$ cat config.mk
export PLATFORM = sky130hd
export DESIGN_NAME = output_layer_ctrl
export DESIGN_NICKNAME = d
export VERILOG_FILES = /design/src/rtl/output_layer_ctrl.sv
export SDC_FILE = /design/constraint.sdc
export NUM_CORES = 1
export LEC_CHECK = 0
export BUFFER_PORTS_ARGS = -buffer_cell sky130_fd_sc_hd__buf_2
export CORE_ASPECT_RATIO = 2
export CORE_UTILIZATION = 55
export CTS_CLUSTER_SIZE = 16
export DETAILED_ROUTE_END_ITERATION = 10
export GPL_TIMING_DRIVEN = 0
export HOLD_SLACK_MARGIN = 0.05
export PLACE_DENSITY = 0.78
export SLEW_MARGIN = 20
export SYNTH_ARGS = -nofsm -noshare
export SYNTH_HDL_FRONTEND = slang
export SYNTH_SLANG_ARGS = --single-unit
$ cat constraint.sdc
create_clock -name clk -period 4.8 [get_ports clk]
set_clock_uncertainty 0.15 [all_clocks]
set_input_delay 1.2 -clock clk [delete_from_list [all_inputs] [get_ports clk]]
set_output_delay 1.2 -clock clk [all_outputs]
set_load 0.03 [all_outputs]
$ cat src/rtl/output_layer_ctrl.sv
// Output-layer sequencer: one signed dot product per output neuron, streamed on valid/ready.
// Optional argmax tracking is built when OUTPUT_LAYER_CTRL_ARGMAX_EN is defined.
module output_layer_ctrl #(
    parameter int NUM_HIDDEN = 32,
    parameter int NUM_OUT    = 10,
    parameter int ADDR_WIDTH = 9,
    parameter int DATA_WIDTH = 8,
    parameter int ACC_WIDTH  = 22,
    localparam int HID_W     = $clog2(NUM_HIDDEN),
    localparam int IDX_W     = $clog2(NUM_OUT)
) (
    input  logic                  clk,
    input  logic                  rst,
    input  logic                  start,
    output logic                  busy,
    output logic                  done,
    output logic [ADDR_WIDTH-1:0] rom_addr,
    input  logic [DATA_WIDTH-1:0] rom_q,
    output logic [HID_W-1:0]      hid_addr,
    input  logic [DATA_WIDTH-1:0] hid_q,
    output logic                  out_valid,
    input  logic                  out_ready,
    output logic [IDX_W-1:0]      out_idx,
    output logic [ACC_WIDTH-1:0]  out_data,
    output logic [IDX_W-1:0]      pred_idx
);

    localparam int PROD_W = 2 * DATA_WIDTH + 1;
    localparam logic [HID_W-1:0] J_LAST = HID_W'(NUM_HIDDEN - 1);
    localparam logic [IDX_W-1:0] K_LAST = IDX_W'(NUM_OUT - 1);

    typedef enum logic [2:0] {
        S_IDLE,
        S_FETCH,
        S_DRAIN,
        S_OUT,
        S_DONE
    } state_t;

    state_t state, state_next;

    logic [IDX_W-1:0]            k;
    logic [HID_W-1:0]            j;
    logic signed [ACC_WIDTH-1:0] acc;
    logic signed [ACC_WIDTH-1:0] term;
    logic                        xfer;

    // Unsigned activation times signed weight, sign-extended to accumulator width.
    function automatic logic signed [ACC_WIDTH-1:0] mac_term(
        input logic [DATA_WIDTH-1:0] act,
        input logic [DATA_WIDTH-1:0] wgt
    );
        logic signed [PROD_W-1:0] p;
        p = PROD_W'($signed({1'b0, act})) * PROD_W'($signed(wgt));
        return ACC_WIDTH'(p);
    endfunction

    assign term = mac_term(hid_q, rom_q);
    assign xfer = (state == S_OUT) && out_ready;

    always_ff @(posedge clk or posedge rst) begin
        if (rst) begin
            state <= S_IDLE;
        end else begin
            state <= state_next;
        end
    end

    always_comb begin
        state_next = state;
        busy       = 1'b1;
        done       = 1'b0;
        out_valid  = 1'b0;
        case (state)
            S_IDLE: begin
                busy = 1'b0;
                if (start) state_next = S_FETCH;
            end
            S_FETCH: begin
                if (j == J_LAST) state_next = S_DRAIN;
            end
            S_DRAIN: begin
                state_next = S_OUT;
            end
            S_OUT: begin
                out_valid = 1'b1;
                if (out_ready) state_next = (k == K_LAST) ? S_DONE : S_FETCH;
            end
            S_DONE: begin
                done       = 1'b1;
                state_next = S_IDLE;
            end
            default: begin
                state_next = S_IDLE;
            end
        endcase
    end

    // Read data lags the address by one cycle, so FETCH at j accumulates the term for j-1
    // and DRAIN picks up the final one.
    always_ff @(posedge clk or posedge rst) begin
        if (rst) begin
            k        <= '0;
            j        <= '0;
            acc      <= '0;
            rom_addr <= '0;
            hid_addr <= '0;
            out_idx  <= '0;
            out_data <= '0;
        end else begin
            case (state)
                S_IDLE: begin
                    if (start) begin
                        k        <= '0;
                        j        <= '0;
                        acc      <= '0;
                        rom_addr <= '0;
                        hid_addr <= '0;
                    end
                end
                S_FETCH: begin
                    if (j != '0) acc <= acc + term;
                    if (j != J_LAST) begin
                        j        <= j + 1'b1;
                        rom_addr <= rom_addr + 1'b1;
                        hid_addr <= hid_addr + 1'b1;
                    end
                end
                S_DRAIN: begin
                    out_data <= acc + term;
                    out_idx  <= k;
                end
                S_OUT: begin
                    if (out_ready) begin
                        hid_addr <= '0;
                        if (k != K_LAST) begin
                            k        <= k + 1'b1;
                            j        <= '0;
                            acc      <= '0;
                            rom_addr <= rom_addr + 1'b1;
                        end else begin
                            rom_addr <= '0;
                        end
                    end
                end
                default: begin
                end
            endcase
        end
    end

`ifdef OUTPUT_LAYER_CTRL_ARGMAX_EN
    logic signed [ACC_WIDTH-1:0] max_val;
    logic [IDX_W-1:0]            max_idx;
    logic [IDX_W-1:0]            pred_r;
    logic                        beats;

    // Strict compare so ties keep the earlier (lower) index.
    assign beats = $signed(out_data) > max_val;

    always_ff @(posedge clk or posedge rst) begin
        if (rst) begin
            max_val <= '0;
            max_idx <= '0;
            pred_r  <= '0;
        end else if (state == S_IDLE && start) begin
            max_val <= {1'b1, {(ACC_WIDTH-1){1'b0}}};
            max_idx <= '0;
        end else if (xfer) begin
            if (beats) begin
                max_val <= $signed(out_data);
                max_idx <= out_idx;
            end
            if (k == K_LAST) pred_r <= beats ? out_idx : max_idx;
        end
    end

    assign pred_idx = pred_r;
`else
    assign pred_idx = '0;
`endif

endmodule

# Word-level counts from Yosys, hierarchy flattened
# Cells that the tools add are included.
# word_totals
ff_bits	74
latchBits	0
ramBits	0
rom_bits	0
inputBits	20
output_inout_bits	47
word_cells	67
mem_count	0
# op_classes
addsub	5
multipliers	1
div_mod_pow	0
order_cmp	0
eq_ne	14
shift	0
n_mux	30
n_bitwise	0
reduce_logical	9
# op_table
operator	count
22-bit two-way mux	4
22-bit one-hot mux with 3 select lines	1
9-bit two-way mux	4
5-bit two-way mux	6
5-bit one-hot mux with 3 select lines	2
9-bit one-hot mux with 3 select lines	1
22-bit by 17-bit adder with 22-bit output	1
9-bit by 8-bit multiplier with 17-bit output	1
3-bit two-way mux	4
4-bit two-way mux	3
3-bit one-hot mux with 4 select lines	1
5-bit by 1-bit adder with 5-bit output, second input constant	2
2-bit inequality test, second input constant	5
5-bit AND reduction	2
9-bit by 1-bit adder with 9-bit output, second input constant	1
4-bit one-hot mux with 2 select lines	1
4-bit AND reduction	2
3-bit by 2-bit equality test with 1-bit output, second input constant	2
5-bit equality test, second input constant	1
5-bit inequality test, second input constant	1
5-bit nonzero test	1
4-bit by 1-bit adder with 4-bit output, second input constant	1
4-bit equality test, second input constant	1
4-bit inequality test, second input constant	1
8 further kinds	10

# Logic depth before layout (Yosys ltp)
# logic_depth
word_depth	4
depth_mapped	18
ltp_nobuf	17

# Worst setup path after synthesis
# OpenSTA, ideal clock, no wires.
# synth_path
path_kind	input to register
from	input rom_q[7]
to	register acc[17]
setup_ns	0.122
arrival_ns	5.395
required_time_ns	4.528
path_slack_ns	-0.867
path_stages	17
path_buffers	1
path_cell_list	clkinv_1 -> nor2_1 -> fa_1 -> fa_1 -> inv_1 -> fa_1 -> inv_1 -> fa_1 -> ha_1 -> ha_1 -> buf_6 -> a21oi_2 -> o21ai_1 -> nor4_2 -> a211oi_1 -> or3_1 -> a32o_1
# synth_via
elab_chain_len	4
# synth_rtl
item	line	source
start, declared	18	input logic [DATA_WIDTH-1:0] rom_q,
9-bit by 8-bit multiplier with 17-bit output	54	p = PROD_W'($signed({1'b0, act})) * PROD_W'($signed(wgt));
22-bit by 17-bit adder with 22-bit output	122	if (j != '0) acc <= acc + term;
22-bit two-way mux	122	
22-bit one-hot mux with 3 select lines	111	case (state)
end signal, assigned	122	
end, declared	44	logic signed [ACC_WIDTH-1:0] acc;
# Every way passes these cells. The select of a mux whose other input is x is not followed.
# A chain may end at the register's enable or synchronous reset.

# Final worst setup path
# layout_path
from	input rom_q[2]
to	register out_data[20]
# layout_via
elab_chain_len	2
# layout_rtl
item	line	source
9-bit by 8-bit multiplier with 17-bit output	54	
22-bit by 17-bit adder with 22-bit output	130	out_data <= acc + term;
end signal, assigned	130	
end, declared	24	output logic [ACC_WIDTH-1:0] out_data,
# Every way passes these cells.

==> results.md <==
* Hold Path End: out_idx[0]
* Drc violations at 0
* GPL Wtd Cong at 0.878
* Top cells by area, synth: dfrtp_1 28%, fa_1 16%, ha_1 14%, nand2_1 7.0%, inv_1 4.7%
* Core area at 11,400 um2
* Fin. Hold Viols at 0
* Vias in the first global route at 5,744
* Detailed Route WL at 16.8 mm
* Slowest CP cell: fa_1
* Share of cells above drive strength 1 at 25.8%
* Post-synth top area share at 28.5%
* DRT antenna net count at 0
* Period minus WS final at 5450 ps
* Syn-to-layout area delta at 24.6%
* Gate Count Post-Synth at 697
* Met3 usage at 4.39%
* Syn. warnings at 0
* CTS max path bufs at 2
* Post-synthesis instance area at 6500 um2
* WL per Instance at 17.8 um
* Hold-fix buffers, CTS at 0
* Post-synth top area cell: dfrtp_1
* Sequential-to-total area share from yosys stat at 28.5%
* Global-route wire length before repair at 27.1 mm
* Width of the die at 78.9 um
* Die Y at 156 um
* Max-cap viol count at 0
* Initial antenna violation count at 0
* R2R depth at 18
* Combinational share of power at 77.0%
* P_sw at 3.13 mW
* Post-DP HPWL at 12.6 mm
* Max IR drop VDD at 0.000500 V
* Distinct cells, synth at 68
* Filler instances at 858
* Yosys reg bits at 74
* Internal power at 3.61 mW
* Sequential share of power at 12.5%
* Final Util at 70.9%
* Worst hold slack at 331 ps
* Worst r2r src: acc[6]
* Number of synthesized flops with an enable pin at 0
* I/O pin count at 67
* Port-buffer cells at 60
* Crit-path cells: buf_12 -> and2_4 -> fa_1 -> inv_1 -> fa_1 -> inv_2 -> fa_1 -> fa_1 -> fa_2 -> ha_4 -> a21oi_4 -> buf_6 -> o22ai_4 -> o22a_1 -> a311oi_2 -> xnor2_2 -> o21ai_1
* Diode count at 0
* Clk root buf: clkbuf_16
* Slowest stage delay, CP at 550 ps
* Clock sink count at 74
* Arr. time, crit path at 5510 ps
* Cts bufs inserted at 9
* Grt ovf at 0
* Drt via density at 5.65
* Std cell rows at 55
* Largest net degree at the start of global routing at 55
* Cell depth of the worst min-delay path at 2
* First-pass DRT Iterations at 4
* Fin. max-slew vios at 0
* Leakage at 4.11 nW
* Reg-to-reg endpoint: acc[18]
* DIE AREA at 12,300 um2
* Starting density of the core at 56.9%
* Sw frac at 46.4%
* Max FO, Critical Path at 2
* Met2 Resource Use GR at 56.0%
* Worst path most repeated cell: fa_1
* Synth Flop Type: dfrtp_1
* Mean Syn Cell Area at 9.32 um2
* RSZ-0062 raised after global routing: true
* Drt first-iter violations at 223
* Most common cell in the synthesized netlist: nand2_1
* Clk network pwr share at 10.5%
* Setup WS post-layout at -646 ps
* Max_slew headroom at 61.0%
* Reg-to-reg setup timing slack at 100 ps
* Kind of critical path: in -> reg
* Vias at 5,340
* GR Util met1 at 27.6%
* Nets at 945
* Final setup viols at 30
* Most frequent cells after synthesis: 122 x nand2_1, 81 x inv_1, 75 x ha_1, 74 x dfrtp_1, 52 x fa_1
* CTS tree: built
* Status: finished with violations
* Cell area after layout at 8100 um2
* Startpoint Class: input port
* Final Cycle Share at 113%
* Fmax at 184 MHz
* Critical path required time at 4860 ps
* Busiest layer in global routing: met2
* Worst-Skew Late Latency at 340 ps
* H-tree levels at 3
* Gr usage total at 28.8%
* Hold crit path type: reg -> reg
* Placed cell areas at 7210 um2
* Pwr/cell area at 833 nW/um2
* CP Capture Type: flip-flop
* Worst-path clk slew at 60 ps
* Tightest Pin Transition at 577 ps
* Worst Hold Launch: out_idx[0]
* Violated checks: setup timing
* Fraction of registers with async set/reset at 100%
==> power groups by stage <==
stage | combinational, mW | sequential, mW | clock [mW]
after floorplan | 2.89 | 0.866 | 0
after global placement | 3.61 | 0.846 | 0
after detailed placement | 3.74 | 0.855 | 0
after CTS | 4.52 | 0.844 | 0.717
after global routing | 5.60 | 0.860 | 0.745
final | 5.19 | 0.846 | 0.707
==> flip-flops by register name, indices dropped and copies added, names as in the netlist <==
signal and flops:
acc 22, hid_addr 5, j 5, k 4
out_data 22, out_idx 4, rom_addr 9, state 3
==> metrics by stage <==
stage | setup TNS, ps | power [mW] | worst slack (ps) | cells
floorplan | -9990 | 3.76 | -678 | 700
global placement | -29060 | 4.46 | -1330 | 902
detailed placement | -30110 | 4.59 | -1350 | 903
CTS | -11720 | 6.09 | -611 | 935
global route | -16780 | 7.21 | -756 | 945
finish | -13920 | 6.74 | -646 | 945
==> worst max-delay path: cells and delay by family <==
family	cells	cell delay [ps]
XOR/XNOR	1	180
AO/OA/AOI/OAI	5	920
buffers and inverters	4	320
adder cells (fa/ha/maj)	6	2730
AND/OR/NAND/NOR	1	150
==> kinds of logic (layout without fill, tap and decap cells) <==
| family | after synthesis | count (layout) | share of synthesized area, % |
|---|---|---|---|
| xor+xnor | 28 | 28 | 3.77 |
| other cells | 1 | 4 | 0.0577 |
| flops | 74 | 74 | 28.5 |
| compound gates | 97 | 97 | 10.6 |
| simple gates | 258 | 258 | 18.9 |
| buf+inv | 107 | 210 | 6.91 |
| mux | 5 | 5 | 0.847 |
| fa+ha+maj | 127 | 127 | 30.5 |
==> cell usage in the layout, fill, tap and decap left out, types with 4 or more instances in the layout <==
cell type	netlist	layout
nor2_1	32	26
xnor2_1	19	12
inv_1	81	78
and2_4	0	5
ha_1	75	67
and2_1	28	23
o21ai_2	0	4
nand2_2	1	5
buf_2	8	55
o21ai_0	29	24
clkbuf_1	7	5
dfrtp_1	74	74
nand2b_1	6	5
a22o_1	9	9
fa_2	0	7
and3_1	8	8
buf_4	8	27
buf_6	1	16
nand4_1	11	11
conb_1	1	4
nand3_1	18	15
fa_1	52	45
nor2_2	1	5
o21ai_1	4	5
xnor2_2	0	5
a21oi_1	21	18
nand2_1	122	116
xor2_1	9	8
clkbuf_16	0	10
ha_4	0	6
nor3_1	11	10
==> layout make-up <==
cell class	instances	area (um2)	area share (%)
Clock buffer	9	225	2.78
Timing Repair Buffer	87	666	8.22
Multi-Input combinational cell	519	4590	56.7
Sequential cell	74	1850	22.9
Buffer	24	173	2.13
Clock inverter	7	83.8	1.04
Tap cell	142	178	2.19
Inverter	83	327	4.03
==> repair_timing <==
action,CTS,global route
setup endpoints to repair,30,30
pin swaps,39,10
cloned,0,0
gates resized for setup,68,17
buffers inserted,16,10
==> metal layers <==
layer  vias to the layer above  wire, um
li1                       2493         -
met1                      2638      5720
met2                       138      9660
met3                        71       553
met4                         0       899
met5                         -         0
==> how the worst max path moves through the flow <==
stage                        start      endpoint  slack [ps]  cells past startpoint
final                     rom_q[2]  out_data[20]        -650                     17
after global routing      rom_q[2]       acc[18]        -760                     19
after CTS                 rom_q[2]       acc[19]        -610                     15
after detailed placement  rom_q[7]  out_data[17]       -1350                     16
after global placement    rom_q[7]  out_data[17]       -1330                     16
after floorplan           hid_q[6]  out_data[17]        -680                     16
(Power assumes the default switching activity.)
